### src/rtl/hbconmux_pkg.sv
// hbconmux_pkg: shared constants and helpers for the hexbus/console mux.
//   HB_TAG / CON_TAG : value of tx byte bit 7 for hexbus / console traffic.
//   burst_w()        : width of the hexbus burst counter for a given limit.
// Optional feature macro used by hbconmux: HBCONMUX_FAIRNESS_EN.
package hbconmux_pkg;
  localparam logic HB_TAG  = 1'b1;
  localparam logic CON_TAG = 1'b0;

  // Counter must be able to hold the value HB_BURST itself (saturation point).
  function automatic int burst_w(input int hb_burst);
    return (hb_burst < 1) ? 1 : $clog2(hb_burst + 1);
  endfunction
endpackage

### src/rtl/hbconfifo.sv
// hbconfifo: console transmit FIFO, 7-bit wide, 2^LGFIFO deep, first-word
// fall-through (o_data is the head whenever !o_empty).
// Ports:
//   i_clk, i_reset  clock, synchronous active-high reset
//   i_push, i_data  write request (ignored when full, even with a same-cycle pop)
//   i_pop           read request (ignored when empty)
//   o_data          current head
//   o_fill          registered occupancy, 0..2^LGFIFO
//   o_full, o_empty decoded from o_fill
module hbconfifo #(
  parameter int LGFIFO = 5
) (
  input  logic              i_clk,
  input  logic              i_reset,
  input  logic              i_push,
  input  logic [6:0]        i_data,
  input  logic              i_pop,
  output logic [6:0]        o_data,
  output logic [LGFIFO:0]   o_fill,
  output logic              o_full,
  output logic              o_empty
);
  import hbconmux_pkg::*;

  localparam logic [LGFIFO:0] DEPTH = {1'b1, {LGFIFO{1'b0}}};

  logic [6:0]        r_mem [0:(1<<LGFIFO)-1];
  logic [LGFIFO-1:0] r_wr, r_rd;
  logic [LGFIFO:0]   r_fill;
  logic              w_push, w_pop;

  assign o_full  = (r_fill == DEPTH);
  assign o_empty = (r_fill == '0);
  assign o_fill  = r_fill;
  assign o_data  = r_mem[r_rd];

  assign w_push = i_push && !o_full;
  assign w_pop  = i_pop && !o_empty;

  // Storage needs no reset; pointers and fill define what is valid.
  always_ff @(posedge i_clk)
    if (w_push) r_mem[r_wr] <= i_data;

  always_ff @(posedge i_clk) begin
    if (i_reset) begin
      r_wr   <= '0;
      r_rd   <= '0;
      r_fill <= '0;
    end else begin
      if (w_push) r_wr <= r_wr + LGFIFO'(1);
      if (w_pop)  r_rd <= r_rd + LGFIFO'(1);
      case ({w_push, w_pop})
        2'b10:   r_fill <= r_fill + (LGFIFO+1)'(1);
        2'b01:   r_fill <= r_fill - (LGFIFO+1)'(1);
        default: r_fill <= r_fill;
      endcase
    end
  end
endmodule

### src/rtl/hbconmux.sv
// hbconmux: muxes hexbus debug bytes (bit 7 set) and buffered console bytes
// (bit 7 clear) onto one UART transmit stream, and splits received bytes by
// the same tag.
// Ports:
//   i_clk, i_reset                   clock, synchronous active-high reset
//   i_hb_stb/i_hb_byte, o_hb_busy    hexbus tx byte in; busy = not taken
//   i_console_stb/i_console_data     console tx byte into FIFO
//   o_console_busy, o_console_fill   FIFO full flag / occupancy
//   o_tx_stb/o_tx_data, i_tx_busy    output register toward the UART
//   i_rx_stb/i_rx_byte               byte from the UART receiver
//   o_hb_rx_stb/o_hb_rx_byte         received hexbus byte (bit 7 cleared)
//   o_console_stb/o_console_data     received console byte
// Macro HBCONMUX_FAIRNESS_EN: when defined, after HB_BURST hexbus bytes with
// console data waiting, one console byte is forced out. When undefined the
// hexbus has strict priority.
module hbconmux #(
  parameter int LGFIFO   = 5,
  parameter int HB_BURST = 8
) (
  input  logic            i_clk,
  input  logic            i_reset,
  input  logic            i_hb_stb,
  input  logic [6:0]      i_hb_byte,
  output logic            o_hb_busy,
  input  logic            i_console_stb,
  input  logic [6:0]      i_console_data,
  output logic            o_console_busy,
  output logic [LGFIFO:0] o_console_fill,
  output logic            o_tx_stb,
  output logic [7:0]      o_tx_data,
  input  logic            i_tx_busy,
  input  logic            i_rx_stb,
  input  logic [7:0]      i_rx_byte,
  output logic            o_hb_rx_stb,
  output logic [7:0]      o_hb_rx_byte,
  output logic            o_console_stb,
  output logic [6:0]      o_console_data
);
  import hbconmux_pkg::*;

  logic       r_tx_stb;
  logic [7:0] r_tx_data;
  logic [6:0] w_fifo_data;
  logic       w_fifo_empty, w_fifo_full;
  logic       w_load_ok, w_force_con, w_hb_load, w_con_load;

  hbconfifo #(.LGFIFO(LGFIFO)) u_fifo (
    .i_clk   (i_clk),
    .i_reset (i_reset),
    .i_push  (i_console_stb),
    .i_data  (i_console_data),
    .i_pop   (w_con_load),
    .o_data  (w_fifo_data),
    .o_fill  (o_console_fill),
    .o_full  (w_fifo_full),
    .o_empty (w_fifo_empty)
  );

  assign o_console_busy = w_fifo_full;

  // The output register may reload in the same cycle its byte is taken.
  assign w_load_ok  = !r_tx_stb || !i_tx_busy;
  assign w_hb_load  = w_load_ok && i_hb_stb && !w_force_con;
  assign w_con_load = w_load_ok && !w_hb_load && !w_fifo_empty;
  assign o_hb_busy  = !w_load_ok || w_force_con;

`ifdef HBCONMUX_FAIRNESS_EN
  localparam int              BW   = burst_w(HB_BURST);
  localparam logic [BW-1:0]   BMAX = BW'(HB_BURST);
  logic [BW-1:0] r_burst;

  assign w_force_con = !w_fifo_empty && (r_burst == BMAX);

  // Counts hexbus loads made while console data waits; any console load or
  // an empty FIFO restarts the count.
  always_ff @(posedge i_clk) begin
    if (i_reset)                        r_burst <= '0;
    else if (w_fifo_empty || w_con_load) r_burst <= '0;
    else if (w_hb_load && r_burst != BMAX) r_burst <= r_burst + BW'(1);
  end
`else
  assign w_force_con = 1'b0;
`endif

  always_ff @(posedge i_clk) begin
    if (i_reset) begin
      r_tx_stb  <= 1'b0;
      r_tx_data <= '0;
    end else if (w_load_ok) begin
      if (w_hb_load) begin
        r_tx_stb  <= 1'b1;
        r_tx_data <= {HB_TAG, i_hb_byte};
      end else if (w_con_load) begin
        r_tx_stb  <= 1'b1;
        r_tx_data <= {CON_TAG, w_fifo_data};
      end else begin
        r_tx_stb  <= 1'b0;
      end
    end
  end

  assign o_tx_stb  = r_tx_stb;
  assign o_tx_data = r_tx_data;

  // RX demux: strobes steered by the tag bit, data loaded every cycle.
  always_ff @(posedge i_clk) begin
    if (i_reset) begin
      o_hb_rx_stb    <= 1'b0;
      o_console_stb  <= 1'b0;
      o_hb_rx_byte   <= '0;
      o_console_data <= '0;
    end else begin
      o_hb_rx_stb    <= i_rx_stb && (i_rx_byte[7] == HB_TAG);
      o_console_stb  <= i_rx_stb && (i_rx_byte[7] == CON_TAG);
      o_hb_rx_byte   <= {1'b0, i_rx_byte[6:0]};
      o_console_data <= i_rx_byte[6:0];
    end
  end
endmodule

### config.mk
export PLATFORM = sky130hd
export DESIGN_NAME = hbconmux
export DESIGN_NICKNAME = d
export VERILOG_FILES = /design/src/rtl/hbconmux_pkg.sv /design/src/rtl/hbconfifo.sv /design/src/rtl/hbconmux.sv
export SDC_FILE = /design/constraint.sdc
export NUM_CORES = 1
export LEC_CHECK = 0
export ABC_AREA = 0
export ABC_CLOCK_PERIOD_IN_PS = 4600
export CAP_MARGIN = 0
export CORE_ASPECT_RATIO = 0.8
export CORE_MARGIN = 8
export CORE_UTILIZATION = 35
export DETAILED_ROUTE_END_ITERATION = 12
export PLACE_DENSITY = 0.52
export SLEW_MARGIN = 10
export SYNTH_ARGS = -nofsm -noshare
export SYNTH_HDL_FRONTEND = slang
export SYNTH_SLANG_ARGS = --single-unit
### constraint.sdc
create_clock -name i_clk -period 4.6 [get_ports i_clk]
set_input_delay 0.92 -clock i_clk [delete_from_list [all_inputs] [get_ports i_clk]]
set_output_delay 0.92 -clock i_clk [all_outputs]
set_load 0.01 [all_outputs]
==> impl_metrics.env <==
export IMPL_cts_resized=0
export IMPL_power_leakage_nw=3.882
export IMPL_yosysTopAreaCellShare_pct=63.37
export IMPL_ir_drop_mv=0.3093
export IMPL_cts_max_level=1
export IMPL_fin_crit_ps=3432
export IMPL_antenna_found_initial=0
export IMPL_r2r_start="u_fifo.o_fill[1]$_SDFFE_PP0P_"
export IMPL_drcViolationCount=0
export IMPL_path_delay_family="compound AO/OA/AOI/OAI gates"
export IMPL_crit_top_cell="a21oi_1"
export IMPL_die_area_um2=36190
export IMPL_wl_per_cell_um=22.26
export IMPL_status="finished, final reports clean"
export IMPL_hold_class="reg2reg"
export IMPL_maxCapViolations=0
export IMPL_diodes=0
export IMPL_cts_tree="done"
export IMPL_setup_violations_final=0
export IMPL_grt_overflow=0
export IMPL_final_area_um2=12320
export IMPL_synth_area_um2=10620
export IMPL_yosysWarnings=0
export IMPL_yosysTopAreaCell="edfxtp_1"
export IMPL_syn_inst=617
export IMPL_ys_types=56
export IMPL_swShare_pct=25.88
export IMPL_rr_endpoint="u_fifo.o_fill[4]$_SDFFE_PP0P_"
export IMPL_hold_depth=2
export IMPL_grt_use_total_pct=13.55
export IMPL_hold_start="o_tx_data[7]$_SDFFE_PP0P_"
export IMPL_drive_gt1_share_pct=16.55
export IMPL_start_util_pct=35.27
export IMPL_critPathLaunchType="input port"
export IMPL_yosysSeqAreaShare_pct=70.72
export IMPL_crit_chain="clkdlybuf4s50_1 -> a21oi_1 -> o31ai_4 -> inv_1 -> ha_1 -> xor2_1 -> ha_1 -> a21oi_1 -> a32o_1 -> a21oi_1 -> or3_1 -> a21oi_1"
export IMPL_comb_power_share_pct=15.6
export IMPL_yosys_register_bits=263
export IMPL_gp_congestion=0.7721
export IMPL_critPathKind="in2reg"
export IMPL_critPathCaptureType="flop"
export IMPL_grt_start_max_net_pins=54
export IMPL_via_count=5633
export IMPL_grt_pass1_vias=5878
export IMPL_slew_viol_final=0
export IMPL_numPortBuffers=60
export IMPL_rsz0062_at_grt="false"
export IMPL_dp_hpwl_mm=16.22
export IMPL_numCtsBuffers=25
export IMPL_synth_nets=653
export IMPL_cts_setup_buffers=0
export IMPL_syn_area_per_cell_um2=17.20
export IMPL_fp_coreArea_um2=30100
export IMPL_drt_initial_drc_count=425
export IMPL_layoutNonFillerInstCount=1102
export IMPL_yosys_top_cells_area="edfxtp_1 63%, mux4_2 11%, dfxtp_1 7.4%"
export IMPL_via_per_inst=5.112
export IMPL_tightest_slew_ps=1211
export IMPL_ys_flop_type="edfxtp_1"
export IMPL_ios=62
export IMPL_holdBufCountCts=0
export IMPL_place_ws_ps=683.9
export IMPL_min_to="o_tx_data[7]$_SDFFE_PP0P_"
export IMPL_synth_top_cells_by_count="224 x edfxtp_1, 60 x nor2_1, 51 x mux4_2"
export IMPL_synth_edf_count=224
export IMPL_dieWidth_um=210.7
export IMPL_critPathBufInv=2
export IMPL_worstSkewPairLatency_ps=510
export IMPL_synth_most_common_cell="edfxtp_1"
export IMPL_clockPowerShare_pct=34.6
export IMPL_finalSetupTns_ps=0
export IMPL_totalWireLength_mm=24.53
export IMPL_period_share_pct=74.61
export IMPL_place_inst=1057
export IMPL_nNetsFinal=707
export IMPL_clock_sinks=263
export IMPL_async_flop_share_pct=0
export IMPL_dpl_instance_area_um2=11550
export IMPL_postRouteAntennaNets=0
export IMPL_power_internal_w=0.004220
export IMPL_cp_max_fo=10
export IMPL_p_per_area_nw_per_um2=461.9
export IMPL_finalClockSkew_ps=7.295
export IMPL_num_rows=57
export IMPL_timing_final_ws_setup_ps=1168
export IMPL_syn_to_final_growth_pct=16.10
export IMPL_cts_buffer_depth=3
export IMPL_max_slew_margin_pct=18.98
export IMPL_reg2reg_depth=11
export IMPL_chipHeight_um=171.8
export IMPL_cp_arrival_ps=3860
export IMPL_root_buffer="clkbuf_16"
export IMPL_hold_viol=0
export IMPL_max_freq_mhz=291.4
export IMPL_drt_pass1_iterations=5
export IMPL_cp_required_ps=5030
export IMPL_grt_pass1_wl_mm=37.23
export IMPL_clkSlewWorstSetupHoldPaths_ps=70
export IMPL_p_switching_w=0.001473
export IMPL_seqPwrFrac_pct=49.7
export IMPL_r2r_slack_ps=1210
export IMPL_slowest_delay_ps=550
export IMPL_worst_path_max_delay_cell="clkdlybuf4s50_1"
export IMPL_n_fill_cell=2722
==> cells by family (layout without fill, tap and decap cells) <==
family	after synthesis	in the layout	share of synthesized area, %
DFF	263	263	70.72
xor gates and xnor gates	13	13	1.073
and+or+nand+nor	134	134	6.294
AOI/OAI and AO/OA	70	70	4.915
other	1	1	0.03533
adders and majority gates	8	8	0.9430
buffers and inverters	56	128	2.817
muxes	72	72	13.20
==> cell type report <==
type / instances / area [µm²] / area share, %
flip-flops and latches: 263 / 7512 / 60.95
multi-input cells: 298 / 2809 / 22.79
repair buffers: 68 / 655.6 / 5.320
clock buffers: 30 / 644.4 / 5.228
well taps: 413 / 516.7 / 4.193
clock inverters: 15 / 130.1 / 1.056
inverters: 15 / 56.30 / 0.4569
==> state kept, by name (all words and copies together), names as in the netlist, named ones only <==
register / flops
o_tx_stb: 1
u_fifo.o_fill: 6
o_hb_rx_stb: 1
u_fifo.r_rd: 5
o_tx_data: 8
u_fifo.r_mem: 224
o_console_data: 7
u_fifo.r_wr: 5
o_console_stb: 1
==> cell usage in the layout (no fill, tap or decap), types with 7 or more instances in the layout <==
master | synthesis | layout
nor2b_1 | 13 | 13
mux2_2 | 8 | 8
edfxtp_1 | 224 | 224
a22oi_1 | 11 | 11
ha_1 | 8 | 8
nor2_1 | 60 | 60
xor2_1 | 9 | 9
buf_4 | 11 | 8
mux2i_1 | 11 | 11
clkinv_2 | 0 | 7
nand2_1 | 18 | 18
nand4_1 | 7 | 7
inv_1 | 14 | 14
dfxtp_1 | 39 | 37
clkbuf_16 | 0 | 25
a21oi_1 | 15 | 15
clkdlybuf4s50_1 | 0 | 59
mux4_2 | 51 | 51
o21ai_0 | 11 | 11
nand2b_1 | 9 | 9
==> worst reg2reg max path, cell delays in order (launching register included) <==
cell,delay (ps)
dfxtp_1,410
or4_4,640
o31a_1,420
inv_1,140
ha_1,370
xor2_1,130
ha_1,200
a21oi_1,250
a32o_1,220
a21oi_1,50
or3_1,330
a21oi_1,150
==> worst max path at each step <==
stage / startpoint / depth (start not counted) / end
finish: i_hb_stb / 12 / u_fifo.o_fill[4]$_SDFFE_PP0P_
global route: i_hb_stb / 12 / u_fifo.o_fill[4]$_SDFFE_PP0P_
CTS: i_hb_stb / 12 / u_fifo.o_fill[4]$_SDFFE_PP0P_
detailed placement: i_hb_stb / 12 / u_fifo.o_fill[4]$_SDFFE_PP0P_
global placement: i_hb_stb / 12 / u_fifo.o_fill[4]$_SDFFE_PP0P_
floorplan: u_fifo.o_fill[1]$_SDFFE_PP0P_ / 14 / u_fifo.o_fill[4]$_SDFFE_PP0P_
==> per-stage QoR <==
stage / total power (W) / hold WS [ps] / util, %
3_3_place_gp: 0.003755 / 466.3 / 38.39
2_1_floorplan: 0.003429 / 484.7 / -
5_1_grt: 0.005943 / 520.5 / 40.95
4_1_cts: 0.005752 / 481.3 / 40.97
6_report: 0.005693 / 478.8 / 40.95
3_5_place_dp: 0.003780 / 471.5 / 38.39
==> layer usage <==
| metal | vias to the layer above | share of wire [%] | track usage (%) |
|---|---|---|---|
| li1 | 2521 | - | - |
| met5 | - | 0 | 0 |
| met3 | 32 | 4.5 | 2.204 |
| met2 | 138 | 46 | 21.25 |
| met1 | 2942 | 47 | 19.59 |
| met4 | 0 | 2.1 | 3.129 |
==> power by group through the flow <==
stage	Sequential, W	Clock (W)	Combinational [W]
6_report	0.00283	0.00197	0.000889
5_1_grt	0.00286	0.00211	0.000971
4_1_cts	0.00284	0.00202	0.000893
3_5_place_dp	0.00289	0	0.000890
3_3_place_gp	0.00288	0	0.000875
2_1_floorplan	0.00280	0	0.000631
No activity file was read; power rests on OpenSTA's default activity.
